File: config.mk
export PLATFORM = sky130hd
export DESIGN_NAME = clb_cfg_sequencer_flat
export DESIGN_NICKNAME = d
export VERILOG_FILES = /design/src/rtl/clb_cfg_sequencer_if.sv /design/src/rtl/clb_cfg_sequencer.sv /design/src/flat_wrapper.sv
export SDC_FILE = /design/constraint.sdc
export NUM_CORES = 1
export LEC_CHECK = 0
export CORE_AREA = 2 2 56 58
export DETAILED_ROUTE_END_ITERATION = 10
export DIE_AREA = 0 0 58 60
export PLACE_DENSITY_LB_ADDON = 0.2
export SLEW_MARGIN = 30
export SYNTH_ARGS = -nofsm -noshare
export SYNTH_HDL_FRONTEND = slang
export SYNTH_SLANG_ARGS = --single-unit
File: constraint.sdc
create_clock -name clk -period 2.7 [get_ports clk]
set_clock_uncertainty 0.15 [all_clocks]
set_input_delay 0.405 -clock clk [delete_from_list [all_inputs] [get_ports clk]]
set_output_delay 0.405 -clock clk [all_outputs]
set_load 0.01 [all_outputs]
File: src/rtl/clb_cfg_sequencer_if.sv
// Bitstream stream plus per-CLB configuration bundle between the fabric and the CLB chain.
interface clb_cfg_sequencer_if #(
    parameter int unsigned NUM_CLBS             = 4,
    parameter int unsigned BITSTREAM_DATA_WIDTH = 8
);
    logic [BITSTREAM_DATA_WIDTH-1:0] s_tdata;
    logic                            s_tvalid;
    logic                            s_tlast;
    logic                            s_tready;
    logic [BITSTREAM_DATA_WIDTH-1:0] m_tdata;
    logic                            m_tlast;
    logic [NUM_CLBS-1:0]             m_tvalid;
    logic [NUM_CLBS-1:0]             m_tready;
    logic [NUM_CLBS-1:0]             clb_cfg;
    logic [NUM_CLBS-1:0]             clb_cfg_ready;

    // Sequencer side
    modport slave (
        input  s_tdata, s_tvalid, s_tlast, m_tready, clb_cfg_ready,
        output s_tready, m_tdata, m_tlast, m_tvalid, clb_cfg
    );

    // Bitstream source / CLB chain side
    modport master (
        output s_tdata, s_tvalid, s_tlast, m_tready, clb_cfg_ready,
        input  s_tready, m_tdata, m_tlast, m_tvalid, clb_cfg
    );
endinterface

File: src/rtl/clb_cfg_sequencer.sv
// Loads a chain of CLBs from one AXI-stream bitstream, one tlast-terminated frame per CLB,
// pulsing each CLB's cfg and waiting for its config-ready before moving on.
module clb_cfg_sequencer #(
    parameter  int unsigned NUM_CLBS             = 4,
    parameter  int unsigned BITSTREAM_DATA_WIDTH = 8,
    parameter  int unsigned READY_TIMEOUT        = 255,
    localparam int unsigned SEL_W                = $clog2(NUM_CLBS)
) (
    input  logic                 clk,
    input  logic                 rst,
    input  logic                 cfg_start,
    input  logic                 abort,
    clb_cfg_sequencer_if.slave   bus,
    output logic [SEL_W-1:0]     clb_sel,
    output logic                 busy,
    output logic                 done,
    output logic                 error
);

    localparam int unsigned        CNT_W    = $clog2(READY_TIMEOUT + 1);
    localparam logic [CNT_W-1:0]   CNT_MAX  = CNT_W'(READY_TIMEOUT);
    localparam logic [SEL_W-1:0]   LAST_SEL = SEL_W'(NUM_CLBS - 1);
    localparam logic [NUM_CLBS-1:0] ONE_HOT0 = {{(NUM_CLBS-1){1'b0}}, 1'b1};

    typedef enum logic [2:0] {
        S_IDLE,
        S_BEGIN,
        S_STREAM,
        S_WAIT_RDY,
        S_DONE,
        S_ERROR
    } state_t;

    state_t                state_q, state_d;
    logic [SEL_W-1:0]      sel_q, sel_d;
    logic [CNT_W-1:0]      cnt_q, cnt_d;
    logic [NUM_CLBS-1:0]   clb_cfg_q;
    logic                  busy_q, done_q, error_q;

    logic [BITSTREAM_DATA_WIDTH-1:0] tdata;
    logic                            stream_ready;
    logic                            xfer;

    assign tdata        = bus.s_tdata;
    assign stream_ready = (state_q == S_STREAM) && bus.m_tready[sel_q];
    assign xfer         = bus.s_tvalid && stream_ready;

    // Next-state logic; abort overrides every other transition
    always_comb begin
        state_d = state_q;
        sel_d   = sel_q;
        cnt_d   = cnt_q;
        if (abort) begin
            state_d = S_IDLE;
            sel_d   = '0;
            cnt_d   = '0;
        end else begin
            case (state_q)
                S_IDLE, S_DONE, S_ERROR: begin
                    if (cfg_start) begin
                        state_d = S_BEGIN;
                        sel_d   = '0;
                    end
                end
                S_BEGIN: begin
                    state_d = S_STREAM;
                end
                S_STREAM: begin
                    if (xfer && bus.s_tlast) begin
                        state_d = S_WAIT_RDY;
                        cnt_d   = '0;
                    end
                end
                S_WAIT_RDY: begin
                    if (bus.clb_cfg_ready[sel_q]) begin
                        if (sel_q == LAST_SEL) begin
                            state_d = S_DONE;
                        end else begin
                            state_d = S_BEGIN;
                            sel_d   = sel_q + SEL_W'(1);
                        end
                    end else if (cnt_q == CNT_MAX) begin
                        state_d = S_ERROR;
                    end else begin
                        cnt_d = cnt_q + CNT_W'(1);
                    end
                end
                default: begin
                    state_d = S_IDLE;
                    sel_d   = '0;
                end
            endcase
        end
    end

    // State register and registered status outputs derived from the next state
    always_ff @(posedge clk or posedge rst) begin
        if (rst) begin
            state_q   <= S_IDLE;
            sel_q     <= '0;
            cnt_q     <= '0;
            clb_cfg_q <= '0;
            busy_q    <= 1'b0;
            done_q    <= 1'b0;
            error_q   <= 1'b0;
        end else begin
            state_q   <= state_d;
            sel_q     <= sel_d;
            cnt_q     <= cnt_d;
            clb_cfg_q <= (state_d == S_BEGIN) ? (ONE_HOT0 << sel_d) : '0;
            busy_q    <= (state_d == S_BEGIN) || (state_d == S_STREAM) ||
                         (state_d == S_WAIT_RDY);
            done_q    <= (state_d == S_DONE);
            error_q   <= (state_d == S_ERROR);
        end
    end

    // Zero-latency passthrough; valid only reaches the selected CLB while streaming
    always_comb begin
        bus.m_tvalid = '0;
        if (state_q == S_STREAM) begin
            bus.m_tvalid[sel_q] = bus.s_tvalid;
        end
    end

    assign bus.s_tready = stream_ready;
    assign bus.m_tdata  = tdata;
    assign bus.m_tlast  = bus.s_tlast;
    assign bus.clb_cfg  = clb_cfg_q;
    assign clb_sel      = sel_q;
    assign busy         = busy_q;
    assign done         = done_q;
    assign error        = error_q;

endmodule
File: src/flat_wrapper.sv
// flat-port wrapper written by rule: the top's interface ports become plain ports
module clb_cfg_sequencer_flat 
#(
    parameter  int unsigned NUM_CLBS             = 4,
    parameter  int unsigned BITSTREAM_DATA_WIDTH = 8,
    parameter  int unsigned READY_TIMEOUT        = 255,
    localparam int unsigned SEL_W                = $clog2(NUM_CLBS)
)
  (clk, rst, cfg_start, abort, clb_sel, busy, done, error, bus_s_tdata, bus_s_tvalid, bus_s_tlast, bus_m_tready, bus_clb_cfg_ready, bus_s_tready, bus_m_tdata, bus_m_tlast, bus_m_tvalid, bus_clb_cfg);
  clb_cfg_sequencer_if #(.NUM_CLBS(NUM_CLBS), .BITSTREAM_DATA_WIDTH(BITSTREAM_DATA_WIDTH)) bus_i ();
  input  logic clk;
  input  logic rst;
  input  logic cfg_start;
  input  logic abort;
  output logic [SEL_W-1:0] clb_sel;
  output logic busy;
  output logic done;
  output logic error;
  input wire logic [$bits(bus_i.s_tdata)-1:0] bus_s_tdata;
  input wire logic [$bits(bus_i.s_tvalid)-1:0] bus_s_tvalid;
  input wire logic [$bits(bus_i.s_tlast)-1:0] bus_s_tlast;
  input wire logic [$bits(bus_i.m_tready)-1:0] bus_m_tready;
  input wire logic [$bits(bus_i.clb_cfg_ready)-1:0] bus_clb_cfg_ready;
  output wire logic [$bits(bus_i.s_tready)-1:0] bus_s_tready;
  output wire logic [$bits(bus_i.m_tdata)-1:0] bus_m_tdata;
  output wire logic [$bits(bus_i.m_tlast)-1:0] bus_m_tlast;
  output wire logic [$bits(bus_i.m_tvalid)-1:0] bus_m_tvalid;
  output wire logic [$bits(bus_i.clb_cfg)-1:0] bus_clb_cfg;
  assign bus_i.s_tdata = bus_s_tdata;
  assign bus_i.s_tvalid = bus_s_tvalid;
  assign bus_i.s_tlast = bus_s_tlast;
  assign bus_i.m_tready = bus_m_tready;
  assign bus_i.clb_cfg_ready = bus_clb_cfg_ready;
  assign bus_s_tready = bus_i.s_tready;
  assign bus_m_tdata = bus_i.m_tdata;
  assign bus_m_tlast = bus_i.m_tlast;
  assign bus_m_tvalid = bus_i.m_tvalid;
  assign bus_clb_cfg = bus_i.clb_cfg;
  clb_cfg_sequencer #(.NUM_CLBS(NUM_CLBS), .BITSTREAM_DATA_WIDTH(BITSTREAM_DATA_WIDTH), .READY_TIMEOUT(READY_TIMEOUT)) u_core (.clk(clk), .rst(rst), .cfg_start(cfg_start), .abort(abort), .bus(bus_i), .clb_sel(clb_sel), .busy(busy), .done(done), .error(error));
endmodule
==> metrics.md, run 1 <==
| Metric | Value |
|---|---|
| Launch point of the worst reg-to-reg path | u_core.clb_sel[0] |
| Drt first pass iters | 4 |
| Syn Area/Cell | between 9 and 10 um^2 |
| Top cell type's share of synthesized area | 40.57% |
| Sw Share | 29.88% |
| Ys async rst share | 100.0% |
| Clock network power share | between 20% and 30% |
| Count leader, synth | dfrtp_1 |
| Post-DP Area | between 0.001 and 0.0015 mm^2 |
| RSZ-0062 raised after global routing | false |
| Critical Path RT | 2.14 ns |
| Layout cell share with drive strength beyond 1 | between 10% and 20% |
| Reg2reg setup slack | ~0.45 ns |
| Die H | around 60 um |
| Startpoint Class | flop |
| Final Cycle Share | 95.65% |
| Global-route wire length before repair | approximately 4500 um |
| Via count of the first global-routing pass | 989 |
| I/O pins | between 40 and 50 |
| Synthesis Warnings | 0 |
| GR Overflow Total | 0 |
| Top Layer Used | met4 |
| Post-DR vias/cell | between 5 and 6 |
| Slowest-stage cell, CP | clkdlybuf4s50_1 |
| Overall routed net length | about 2700 um |
| Ant diodes | 0 |
| Post-synth EDFFs | 0 |
| Area added between synthesis and finish | 23.94% |
| Pint | ~0.47 mW |
| Root Buffer | clkbuf_4 |
| Clock slew seen by the registers of the worst setup and hold paths | 0.10 ns |
| Worst-margin pin slew | approximately 0.73 ns |
| # rows | 20 |
| Routed length on met1 | between 1000 and 1500 um |
| Yosys reg bits | 20 |
| Cts bufs inserted | 3 |
| Critical path startpoint | u_core.clb_sel[0] |
| Global Route Usage Sum | approximately 17% |
| Port bufs | 28 |
| CTS tree | built |
| Routed via count | approximately 1,100 |
| Leading post-synthesis cells by cell area | dfrtp_1 41%, buf_4 5.5%, mux4_2 3.7% |
| Final setup fails | 0 |
| PD cells | around 430 mW/mm^2 |
| Die area | roughly 0.0035 mm^2 |
| CP max FO | 9 |
| Outcome | complete, no violations |
| Endpoints failing hold | 0 |
| Max H-tree Level | 1 |
| Slew headroom | approximately 50% |
| Maximum VDD drop | between 0.2 and 0.3 mV |
| Max incr delay on CP | approximately 0.59 ns |
| WP data arrival | ~2.0 ns |
| Top cells by count, synth | 20 x dfrtp_1, 11 x nor2_1, 9 x buf_4 |
| Post-route DRC | 0 |
| Met2 routed WL | roughly 1200 um |
| Clk Latency, worst-skew pair | roughly 0.29 ns |
| Core box area | between 0.002 and 0.003 mm^2 |
| Largest net degree at the start of global routing | 21 |
| WP buf/inv | 1 |
| Post-Layout Inst Area | roughly 0.0015 mm^2 |
| Chip Width | 58 um |
| Initial antenna violation count | 0 |
| DP HPWL | just over 2000 um |
| NetSw | roughly 0.20 mW |
| Top_reg_cell synth | dfrtp_1 |
| Slew Limit Fails | 0 |
| Initial cell density of the core | between 40% and 50% |
| Global placer's final weighted congestion | 0.7886 |
| Mapped Cells | 129 |
| Post-route setup TNS | 0 ns |
| LEAKAGE | ~0.65 nW |
| Met3 WL post-DR | ~150 um |
| # nets final | 176 |
| DR iter-0 viols | 12 |
| Cell family with most CP delay | buffers and inverters |
| CP Cell Sequence | mux4_2 > nor4bb_2 > clkdlybuf4s50_1 |
| Logic pwr share | a little over a quarter |
| Mapped Nets | 152 |
| Tmin final | around 2.6 ns |
| Critical Path End Type | output port |
| Critical path class | reg2out |
| Clock Path Buffers | 2 |
| Synthesized area | 0.001234 mm^2 |
| Register area share after synthesis | between 40% and 50% |
| Yosys cell types | 45 |
| Max Cap Viol | 0 |
| Antenna-violating nets left | 0 |
| Yosys top cell by area | dfrtp_1 |
| FMAX | between 0.3 and 0.4 GHz |
| Wirelength per Cell | between 10 and 15 um |
| Worst hold path class | in2async |
| Sequential power share | 53.1% |
| Clock sinks | 20 |
logic make-up (layout without fill, tap and decap cells):
logic type,Yosys count,after routing,synth area share [%]
AOI/OAI and AO/OA,31,31,18.15
adders and majority gates,1,1,1.014
buffers and inverters,21,43,9.736
muxes,4,4,5.274
DFF,20,20,40.57
and+or+nand+nor,49,49,23.13
xor gates and xnor gates,3,3,2.130
routing by layer:
| layer | GRT usage (%) | vias to the layer above |
|---|---|---|
| met3 | 3.030 | 9 |
| met1 | 22.72 | 498 |
| met2 | 26.95 | 39 |
| met4 | 8.638 | 0 |
| li1 | - | 516 |
| met5 | 0 | - |
registers in the layout, indices dropped and copies added, names as in the netlist:
name and flops:
u_core.error 1, u_core.done 1, u_core.clb_sel 2, u_core.state_q 3
u_core.bus.clb_cfg 4, u_core.cnt_q 8, u_core.busy 1
worst paths after layout:
path                                         end  cells after the start
hold reg to reg                  u_core.cnt_q[7]                      2
max in group asynchronous      u_core.clb_sel[0]                      2
setup reg to reg                 u_core.cnt_q[3]                      5
hold / removal             u_core.bus.clb_cfg[1]                      2
setup / recovery                    bus_s_tready                      3
min in group clk                 u_core.cnt_q[7]                      2
power by group through the flow:
| stage | logic, mW | registers, mW | clock network, mW |
|---|---|---|---|
| final | 0.177 | 0.352 | 0.134 |
| after global routing | 0.197 | 0.357 | 0.159 |
| after CTS | 0.174 | 0.351 | 0.141 |
| after detailed placement | 0.173 | 0.357 | 0 |
| after global placement | 0.171 | 0.357 | 0 |
| after floorplan | 0.130 | 0.340 | 0 |
per-stage QoR:
stage               std cells  utilization [%]  hold slack (ns)  power [mW]  setup WS (ns)
CTS                       181            51.64           0.4116      0.6657       0.002865
global route              184            52.67           0.4536      0.7128        0.01266
detailed placement        178            50.86           0.4214      0.5300         0.1663
finish                    184            52.67           0.3787      0.6634         0.1175
floorplan                 129                -           0.2188      0.4705         0.6057
global placement          178            50.86           0.4113      0.5281         0.1864
cell usage in the layout (no fill, tap or decap), drive strengths merged, types with 2 or more instances in the layout:
master         count
a2111oi            2
a211oi             3
a21o               4
a21oi              5
a31oi              2
and3               5
and3b              2
buf                5
clkbuf             3
clkdlybuf4s50     28
dfrtp             20
inv                7
mux2i              2
mux4               2
nand2              7
nand3              2
nand3b             2
nand4              2
nor2              11
nor4               5
o211ai             3
o21ai              4
or3                3
xnor2              2
worst reg2reg max path: stages, from the launching register on:
cell and delay, ns:
dfrtp_2 0.48, buf_4 0.15, mux4_2 0.55, a211o_1 0.36
or3_1 0.36, a21oi_1 0.13
what timing repair did:
action                                  CTS  global route
endpoints found under the setup margin    0             1
hold buffers                              0             0
gates resized for setup                   0             2
buffers inserted                          0             3
final cells by class:
type	count	area, um^2
Fill cell	263	1374
Multi-Input combinational cell	88	619.3
Sequential cell	20	501.7
Timing Repair Buffer	33	317.8
Tap cell	33	41.29
Inverter	7	26.28
Clock buffer	3	22.52
No activity file was read; power rests on OpenSTA's default activity.
==> run 2, diff against run 1 <==
--- a/config.mk
+++ b/config.mk
@@ -8,8 +8,9 @@
 export CORE_AREA = 2 2 56 58
 export DETAILED_ROUTE_END_ITERATION = 10
 export DIE_AREA = 0 0 58 60
+export GPL_TIMING_DRIVEN = 0
 export PLACE_DENSITY_LB_ADDON = 0.2
-export SLEW_MARGIN = 30
+export SLEW_MARGIN = 10
 export SYNTH_ARGS = -nofsm -noshare
 export SYNTH_HDL_FRONTEND = slang
 export SYNTH_SLANG_ARGS = --single-unit
==> run 2 against run 1 <==
Against the previous run:
- global-route usage is essentially flat
- design area grew 9.0%
- first-iteration DRC count grew to 2.8 times the previous value
- clock power grew 30%
- maximum frequency grew 3.9%
- count of clock-buffer cells in the layout grew 1
- register-to-register slack gained 0.04 ns
- combinational power grew 21%
- critical path depth is the same
- flip-flop and latch count is the same
- wire length grew 1.8%
- die area is the same
- highest routed layer unchanged
==> metrics.md, run 2 (synthesis results as in run 1) <==
| Metric | Value |
|---|---|
| Ant diodes | 0 |
| Initial cell density of the core | a little over two fifths |
| Cell family with most CP delay | simple AND/OR/NAND/NOR gates |
| Chip Width | 58 um |
| R2R cell count | 5 |
| Reg2reg setup slack | about 0.5 ns |
| Initial antenna violation count | 0 |
| RR Endpoint | u_core.cnt_q[3] |
| RSZ-0062 raised after global routing | false |
| GRT busiest layer | met2 |
| Outcome | complete, no violations |
| Via count of the first global-routing pass | ~1,100 |
| Overall routed net length | about 2700 um |
| GR Util met1 | 23.13% |
| FMAX | 0.4022 GHz |
| Core box area | 0.002903 mm^2 |
| Most frequent cells in the layout | 35 x clkdlybuf4s50_1, 20 x dfrtp_1, 11 x nor2_1 |
| Post-CTS Setup Repair Bufs | 0 |
| Die area | between 0.003 and 0.004 mm^2 |
| CTS tree | built |
| Global placer's final weighted congestion | 0.8258 |
| Area added between synthesis and finish | 35.09% |
| Root Buffer | clkbuf_4 |
| Largest Register | u_core.cnt_q |
| Cts bufs inserted | 3 |
| Met2 Use GR | about 28% |
| Post-route DRC | 0 |
| GR Overflow Total | 0 |
| Met3 Use GR | approximately 2.8% |
| WP buf/inv | 1 |
| Max incr delay on CP | approximately 0.53 ns |
| WP data arrival | approximately 1.9 ns |
| DR iter-0 viols | 33 |
| Drt first pass iters | 4 |
| Wirelength per Cell | approximately 14 um |
| Final Cycle Share | slightly above 90% |
| Clock slew seen by the registers of the worst setup and hold paths | ~0.11 ns |
| Slowest-stage cell, CP | clkdlybuf4s50_1 |
| Endpoints failing hold | 0 |
| Layout cell share with drive strength beyond 1 | about an eighth |
| Launch point of the worst reg-to-reg path | u_core.clb_sel[0] |
| Largest net degree at the start of global routing | 21 |
| Power Total | roughly 0.73 mW |
| CP Cell Sequence | and4bb_2 > and3_1 > clkdlybuf4s50_1 |
| Critical Path End Type | output port |
| Port bufs | 36 |
| Routed via count | around 1,100 |
| Clk Latency, worst-skew pair | roughly 0.30 ns |
| PD cells | 435.7 mW/mm^2 |
| Max H-tree Level | 1 |
| LEAKAGE | slightly above 0.7 nW |
| Final setup fails | 0 |
| Startpoint Class | flop |
| Post-route setup TNS | 0 ns |
| I/O pins | 45 |
| Global Route Usage Sum | 17.18% |
| Critical path class | reg2out |
| Post-DR vias/cell | around 5.6 |
| Filler cell count | roughly 250 |
| CP max FO | 11 |
| Maximum VDD drop | ~0.24 mV |
| Global-route wire length before repair | between 4000 and 5000 um |
| Antenna-violating nets left | 0 |
| Worst-margin pin slew | around 0.75 ns |
| Worst hold path class | in2async |
| Max Cap Viol | 0 |
| Die H | approximately 60 um |
| Clock sinks | 20 |
| Post-CTS Hold Fix Bufs | 0 |
| Slew Limit Fails | 0 |
| Max reg flops | 8 |
| Clock Path Buffers | 2 |
| Slew headroom | between 40% and 50% |
| Hold_ws | about 0.36 ns |
| Critical Path RT | around 2.1 ns |
| # nets final | ~190 |
| Commonest non-fill, non-tap cell in the layout | clkdlybuf4s50_1 |
| DP HPWL | roughly 2200 um |
| Post-DP Area | about 0.0016 mm^2 |
| # rows | 20 |
| Post-Layout Inst Area | between 0.0015 and 0.002 mm^2 |
| Tmin final | between 2 and 2.5 ns |
==> run 2: cell type report <==
class	instances	area, um^2	share of cell area (%)
multi-input combinational	88	613.1	36.79
clock buffer	4	36.28	2.177
sequential	20	500.5	30.03
timing repair buffer	36	362.8	21.77
buffer	12	86.33	5.180
inverter	7	26.28	1.577
tap	33	41.29	2.477
==> run 2: through the flow <==
stage | cells | utilization, % | worst slack, ns
floorplan | 129 | - | 0.6057
global placement | 198 | 56.34 | 0.1816
detailed placement | 198 | 56.34 | 0.1547
CTS | 201 | 57.46 | 0.06467
global route | 200 | 57.41 | 0.1073
finish | 200 | 57.41 | 0.2139
==> run 2: layer usage <==
layer | vias to the layer above | share of wire, %
li1 | 547 | -
met1 | 513 | 45
met2 | 63 | 47
met3 | 4 | 7.4
met4 | 0 | 1.1
met5 | - | 0
==> run 2: worst register-to-register path, cell delays in order, from the launching register on <==
cell     delay (ns)
dfrtp_1        0.38
buf_6          0.15
mux4_2         0.58
a211o_1        0.36
or3_1          0.36
a21oi_1        0.16
==> run 2: worst max path at each step <==
stage          depth (start not counted)                  from              end
5_1_grt                                4     u_core.state_q[0]  bus_m_tvalid[1]
2_1_floorplan                          5     u_core.clb_sel[0]  u_core.cnt_q[3]
3_3_place_gp                           4       bus_m_tready[0]     bus_s_tready
6_report                               3     u_core.state_q[0]  bus_m_tvalid[2]
3_5_place_dp                           5  bus_clb_cfg_ready[1]  u_core.cnt_q[3]
4_1_cts                                4     u_core.clb_sel[0]     bus_s_tready
==> run 2: repair_timing <==
| item | in CTS | in global routing |
|---|---|---|
| resized for setup | 0 | 1 |
| endpoints found under the setup margin | 1 | 3 |
| pin swaps | 0 | 1 |
==> run 2: power breakdown <==
part	total [mW]	internal, mW	switching [mW]
combinational	0.215	0.111	0.104
sequential	0.337	0.318	0.0192
clock	0.174	0.0823	0.0920
total	0.726	0.511	0.215
==> run 3, diff against run 2 <==
--- a/config.mk
+++ b/config.mk
@@ -10,7 +10,6 @@
 export DIE_AREA = 0 0 58 60
 export GPL_TIMING_DRIVEN = 0
 export PLACE_DENSITY_LB_ADDON = 0.2
-export SLEW_MARGIN = 10
 export SYNTH_ARGS = -nofsm -noshare
 export SYNTH_HDL_FRONTEND = slang
 export SYNTH_SLANG_ARGS = --single-unit
==> results of run 3 <==
Final layout, timing and power as in run 2 (identical DEF).
